**src/rtl/peripheral_spram_pipe.sv**
```systemverilog
// peripheral_spram_pipe: single-port synchronous RAM with DW/8 byte lanes,
// 1- or 2-cycle registered read latency with a valid strobe, read-first or
// write-first collision behaviour and out-of-range address detection.
module peripheral_spram_pipe #(
    parameter int AW         = 7,
    parameter int DW         = 16,
    parameter int MEM_SIZE   = 256,
    parameter int RD_LATENCY = 1,
    parameter int WR_MODE    = 0
) (
    input  logic            ram_clk,
    input  logic            ram_rst,
    input  logic [AW-1:0]   ram_addr,
    input  logic [DW-1:0]   ram_din,
    input  logic            ram_cen,
    input  logic [DW/8-1:0] ram_wen,
    output logic [DW-1:0]   ram_dout,
    output logic            ram_dvalid,
    output logic            ram_err
);

    localparam int NB = (DW >= 8) ? DW / 8 : 1;
    localparam int DEPTH = MEM_SIZE / NB;
    localparam int IW = (DEPTH > 1) ? $clog2(DEPTH) : 1;
    localparam logic [AW:0] DEPTH_W = (AW + 1)'(DEPTH);

    // Elaboration-time sanity checks on the parameter set
    if (DW % 8 != 0 || DW < 8) begin : g_bad_dw
        $fatal(1, "peripheral_spram_pipe: DW must be a non-zero multiple of 8");
    end
    if (MEM_SIZE % NB != 0 || DEPTH < 1) begin : g_bad_size
        $fatal(1, "peripheral_spram_pipe: MEM_SIZE must be a non-zero multiple of DW/8");
    end
    if (RD_LATENCY != 1 && RD_LATENCY != 2) begin : g_bad_lat
        $fatal(1, "peripheral_spram_pipe: RD_LATENCY must be 1 or 2");
    end
    if (AW < 31 && (1 << AW) < DEPTH) begin : g_bad_aw
        $fatal(1, "peripheral_spram_pipe: 2**AW is smaller than DEPTH");
    end

    logic [DW-1:0] mem [DEPTH];

    logic          access;
    logic          in_range;
    logic [IW-1:0] idx;
    logic [DW-1:0] old_word;
    logic [DW-1:0] new_word;
    logic [DW-1:0] resp;

    logic          s1_valid;
    logic          s1_err;
    logic [DW-1:0] s1_data;

    // Decode the current request: accepted only out of reset with chip enable low
    always_comb begin
        access   = !ram_rst && !ram_cen;
        in_range = {1'b0, ram_addr} < DEPTH_W;
        idx      = ram_addr[IW-1:0];
    end

    // Build the old and merged words and pick the response by collision mode
    always_comb begin
        old_word = mem[idx];
        new_word = old_word;
        for (int i = 0; i < NB; i++) begin
            if (!ram_wen[i]) begin
                new_word[8*i +: 8] = ram_din[8*i +: 8];
            end
        end
        if (!in_range) begin
            resp = '0;
        end else if (WR_MODE == 1) begin
            resp = new_word;
        end else begin
            resp = old_word;
        end
    end

    // Byte-lane array write; out-of-range writes are dropped, array has no reset
    always_ff @(posedge ram_clk) begin
        if (access && in_range) begin
            for (int i = 0; i < NB; i++) begin
                if (!ram_wen[i]) begin
                    mem[idx][8*i +: 8] <= ram_din[8*i +: 8];
                end
            end
        end
    end

    // First response stage; data only moves when a response is produced
    always_ff @(posedge ram_clk) begin
        if (ram_rst) begin
            s1_valid <= 1'b0;
            s1_err   <= 1'b0;
            s1_data  <= '0;
        end else begin
            s1_valid <= access;
            s1_err   <= access && !in_range;
            if (access) begin
                s1_data <= resp;
            end
        end
    end

    if (RD_LATENCY == 2) begin : g_lat2
        logic          s2_valid;
        logic          s2_err;
        logic [DW-1:0] s2_data;

        // Extra output register stage; reset discards anything in flight
        always_ff @(posedge ram_clk) begin
            if (ram_rst) begin
                s2_valid <= 1'b0;
                s2_err   <= 1'b0;
                s2_data  <= '0;
            end else begin
                s2_valid <= s1_valid;
                s2_err   <= s1_err;
                if (s1_valid) begin
                    s2_data <= s1_data;
                end
            end
        end

        assign ram_dout   = s2_data;
        assign ram_dvalid = s2_valid;
        assign ram_err    = s2_err;
    end else begin : g_lat1
        assign ram_dout   = s1_data;
        assign ram_dvalid = s1_valid;
        assign ram_err    = s1_err;
    end

endmodule
```
**config.mk**
```make
export PLATFORM = sky130hd
export DESIGN_NAME = peripheral_spram_pipe
export DESIGN_NICKNAME = d
export VERILOG_FILES = /design/src/rtl/peripheral_spram_pipe.sv
export SDC_FILE = /design/constraint.sdc
export NUM_CORES = 2
export LEC_CHECK = 0
export CELL_PAD_IN_SITES_DETAIL_PLACEMENT = 0
export CELL_PAD_IN_SITES_GLOBAL_PLACEMENT = 1
export CORE_MARGIN = 4
export CORE_UTILIZATION = 45
export DETAILED_ROUTE_END_ITERATION = 10
export PLACE_DENSITY = 0.79
export SLEW_MARGIN = 20
export SYNTH_ARGS = -nofsm -noshare
export SYNTH_HDL_FRONTEND = slang
export SYNTH_SLANG_ARGS = --single-unit
```
**constraint.sdc**
```tcl
create_clock -name ram_clk -period 7 [get_ports ram_clk]
set_input_delay 1.4 -clock ram_clk [delete_from_list [all_inputs] [get_ports ram_clk]]
set_output_delay 1.4 -clock ram_clk [all_outputs]
set_load 0.02 [all_outputs]
```
# Yosys cells after proc, flatten, opt, wreduce, memory -nomap -nowiden
# Memory sizes are Yosys's and may differ from the RTL's. A register that Yosys moved wholly into a read port is not among the register bits.
# Cells that the tools add are included.
dict set report totals {
  ramBits 2048
  in_bits 28
  reg_bits 1
  mem_count 1
  output_inout_bits 18
}
# name depth width read_ports rd_clocked_by_memory_dff wr line_no
set memory_table {}
lappend memory_table {mem 128 16 1 1 1 41} ;# logic [DW-1:0] mem [DEPTH];
dict set report classes {
  reduce_logical 3
  muxes 6
}
# cell n
set ops {}
lappend ops {{1-bit 2-to-1 mux} 6}
lappend ops {{1-bit logical NOT} 2}
lappend ops {{1-bit logical AND} 1}

# Logic depth before layout (Yosys ltp)
dict set report logic_depth {
  depth_word 4
  mapped_depth 13
}

# Worst setup path before layout
# No wires, ideal clock.
dict set report synth_path {
  path_type {input port to flip-flop}
  from {input ram_addr[2]}
  to {memory mem[126][0] (enable)}
  n_path_buf 8
  slack_ps 3169
  arrival_ps 3460
  setup_time_ps 370
  path_stages 10
  path_cell_list {buf_4 buf_4 buf_2 buf_6 buf_2 buf_4 buf_4 nand3_1 clkbuf_1 nor2_1}
}
# element line_no
set synth_rtl {}
lappend synth_rtl {{from (decl)} 13} ;# input logic [AW-1:0] ram_addr,
lappend synth_rtl {{to (decl)} 41}
# Straight into the memory's write port.

# Worst setup path in the final report
dict set report layout_path {
  from {input ram_addr[6]}
  to {memory mem[92][13] (enable)}
}
# Straight into the memory's write port.

==> impl_metrics.tcl <==
set metrics [dict create \
    maxCapViolations 0 \
    reg2reg_depth 6 \
    area_delta_synth_final_pct 11.8 \
    h-tree-depth 4 \
    die_area_um2 186000 \
    hold_start "ram_dout[4]" \
    ctsRootBufferMaster "clkbuf_16" \
    tightest_slew_ns 1.20 \
    crit_required_ns 7.47 \
    netlist.top_cell.by_area "edfxtp_1" \
    reg2reg_setup_slack_ns 4.30 \
    pre_cts_ws_ns 1.60 \
    crit_path_end_kind "register" \
    antenna_found_initial 8 \
    min_period_ns 4.79 \
    synth_top_flop_cell "edfxtp_1" \
    min_path_cells 2 \
    finalClockSkew_ns 0.0444 \
    initialDrtViolationCount 7478 \
    clkLatencyLatePin_ns 0.87 \
    final_cell_area_um2 89900 \
    cts_resized 0 \
    cts_made_buffers 199 \
    crit_path_max_fanout 16 \
    avgSynthCellArea_um2 18.1 \
    timing.rr.start "mem[7][13]" \
    relSlewSlack_pct 19.8 \
    hold_viol 0 \
    ys_types 69 \
    grtUsageTotal_pct 25.3 \
    synth_fp_nets 4466 \
    wl_per_cell_um 33.9 \
    clkPwrFrac_pct 41.5 \
    port_buffers 44 \
    ys_ff_latch 2065 \
    std_cell_rows 154 \
    syn_area_um2 80400 \
    finalCritPeriodShare_pct 68.4 \
    cts_buffer_depth 3 \
    hpwlAfterDp_um 142000 \
    first_pass_iters 8 \
    grt_pass1_vias 45000 \
    fin_util_pct 50.8 \
    drtAntennaViolNets 0 \
    seq_area_frac_synth_pct 76.9 \
    drc 0 \
    min_path_type "reg -> reg" \
    leakagePower_nw 28.0 \
    grt_most_used_layer "met2" \
    power.density_nw_per_um2 287 \
    pin_count 46 \
    r2r-end "ram_dout[13]" \
    pwr-share-comb_pct 5.7 \
    routed_wl_um 238000 \
    cts_sinks 2065 \
    layout_common_cells "edfxtp_1, nor2_1, a221oi_1, clkbuf_16, mux4_2" \
    nets 4533 \
    crit_arrival_ns 5.26 \
    drv_slew 0 \
    ys_warn_count 0 \
    fmax_mhz 209 \
    grt_pass1_wl_um 339000 \
    grt_util_met2_pct 38.2 \
    die_width_um 431 \
    drive_gt1_share_pct 17.5 \
    rsz0062_at_grt "no" \
    die_height_um 431 \
    cts_setup_buffers 0 \
    p_seq_share_pct 52.9 \
    initial_core_util_pct 45.5 \
    outcome "complete, no violations" \
    grt_max_degree 95 \
    met3_usage_pct 6.83 \
    tns_ns 0 \
    intPower_mw 20.0 \
    place_area_um2 83400 \
    path_clk_slew_ns 0.06 \
    syn_inst 4438 \
    grt-ovfl-total 0 \
    switchingPower_mw 5.79 \
    core_um2 177000 \
    holdPathEnd "ram_dout[4]" \
    p_sw_share_pct 22.5 \
    synth_edf_count 2048 \
    postCtsHoldBufs 0 \
    via_per_inst 6.54 \
    setup_viol 0 \
    startpoint_type "input port" \
    worst_slack_ns 2.21 \
    cts_tree "done" \
    timing.setup.critical_path_class "in -> reg" \
    async_flop_share_pct 0 \
    gp_congestion 0.908 \
    vias 46000 \
    use_met1_pct 34.5 \
    mostFrequentLayoutCell "edfxtp_1" \
    synth_area_leaders "edfxtp_1, mux4_2, a221oi_1" \
    max-vdd-ir-drop_uv 272 \
    synth_top_area_share_pct 76.5 \
]
[flip-flops by register name, summed over array words and instances (netlist names)]
register,count
ram_dout,16
mem,2048
ram_dvalid,1
[cell families after synthesis]
family / synth area share, %
and+or+nand+nor: 3.33
DFF: 76.9
buffers and inverters: 2.12
other: 0.00466
muxes: 9.35
AOI/OAI and AO/OA: 8.31
[routing by layer]
metal	vias to the layer above	wire (µm)
met3	654	30600
met5	-	0
met2	3419	109000
met1	23500	85800
met4	0	13100
li1	18400	-
[worst max path at each step]
stage                start     endpoint  slack, ns  cells after the start
2_1_floorplan  ram_addr[2]  mem[126][0]       3.17                     10
3_3_place_gp   ram_addr[6]  mem[94][10]       1.66                      6
3_5_place_dp   ram_addr[6]  mem[94][10]       1.60                      6
4_1_cts        ram_addr[6]   mem[94][9]       2.48                      6
5_1_grt        ram_addr[6]  mem[92][10]       2.26                      6
6_report       ram_addr[6]  mem[92][13]       2.21                      6
[stage by stage]
step	instances	power [mW]	hold WS (ns)
floorplan	4438	14.6	0.534
global placement	6644	15.3	0.633
detailed placement	6644	15.3	0.631
CTS	7020	25.8	0.640
global route	7022	26.4	0.646
finish	7028	25.8	0.633
[cell usage after synthesis, types with 59 or more instances]
master / count
edfxtp_1: 2048
nor2_1: 379
a221oi_1: 240
mux4_2: 190
nand2_1: 185
mux2i_1: 176
a21oi_1: 137
mux2_2: 131
buf_2: 124
o21ai_0: 113
clkbuf_1: 111
a22oi_1: 80
a221o_1: 59
[layout make-up]
type	instances	area [µm²]
Antenna cell	8	20.0
Multi-Input combinational cell	2040	17000
Tap cell	2340	2930
Inverter	11	52.6
Clock buffer	238	5170
Clock inverter	138	1330
Timing Repair Buffer	188	1600
Fill cell	14000	87000
Sequential cell	2065	61800
[worst max-delay path, cell delays in order]
cell             delay [ns]
clkdlybuf4s50_1        1.04
clkinv_1               0.63
nor2_1                 0.22
buf_4                  0.29
nand2_1                0.76
nor2_1                 0.89
[power by group through the flow]
stage          Sequential (mW)  Combinational (mW)  Clock [mW]
6_report                  13.6                1.46        10.7
5_1_grt                   13.6                1.50        11.3
4_1_cts                   13.6                1.43        10.8
3_5_place_dp              13.9                1.42           0
3_3_place_gp              13.9                1.41           0
2_1_floorplan             13.9               0.699           0
(Power assumes the default switching activity.)
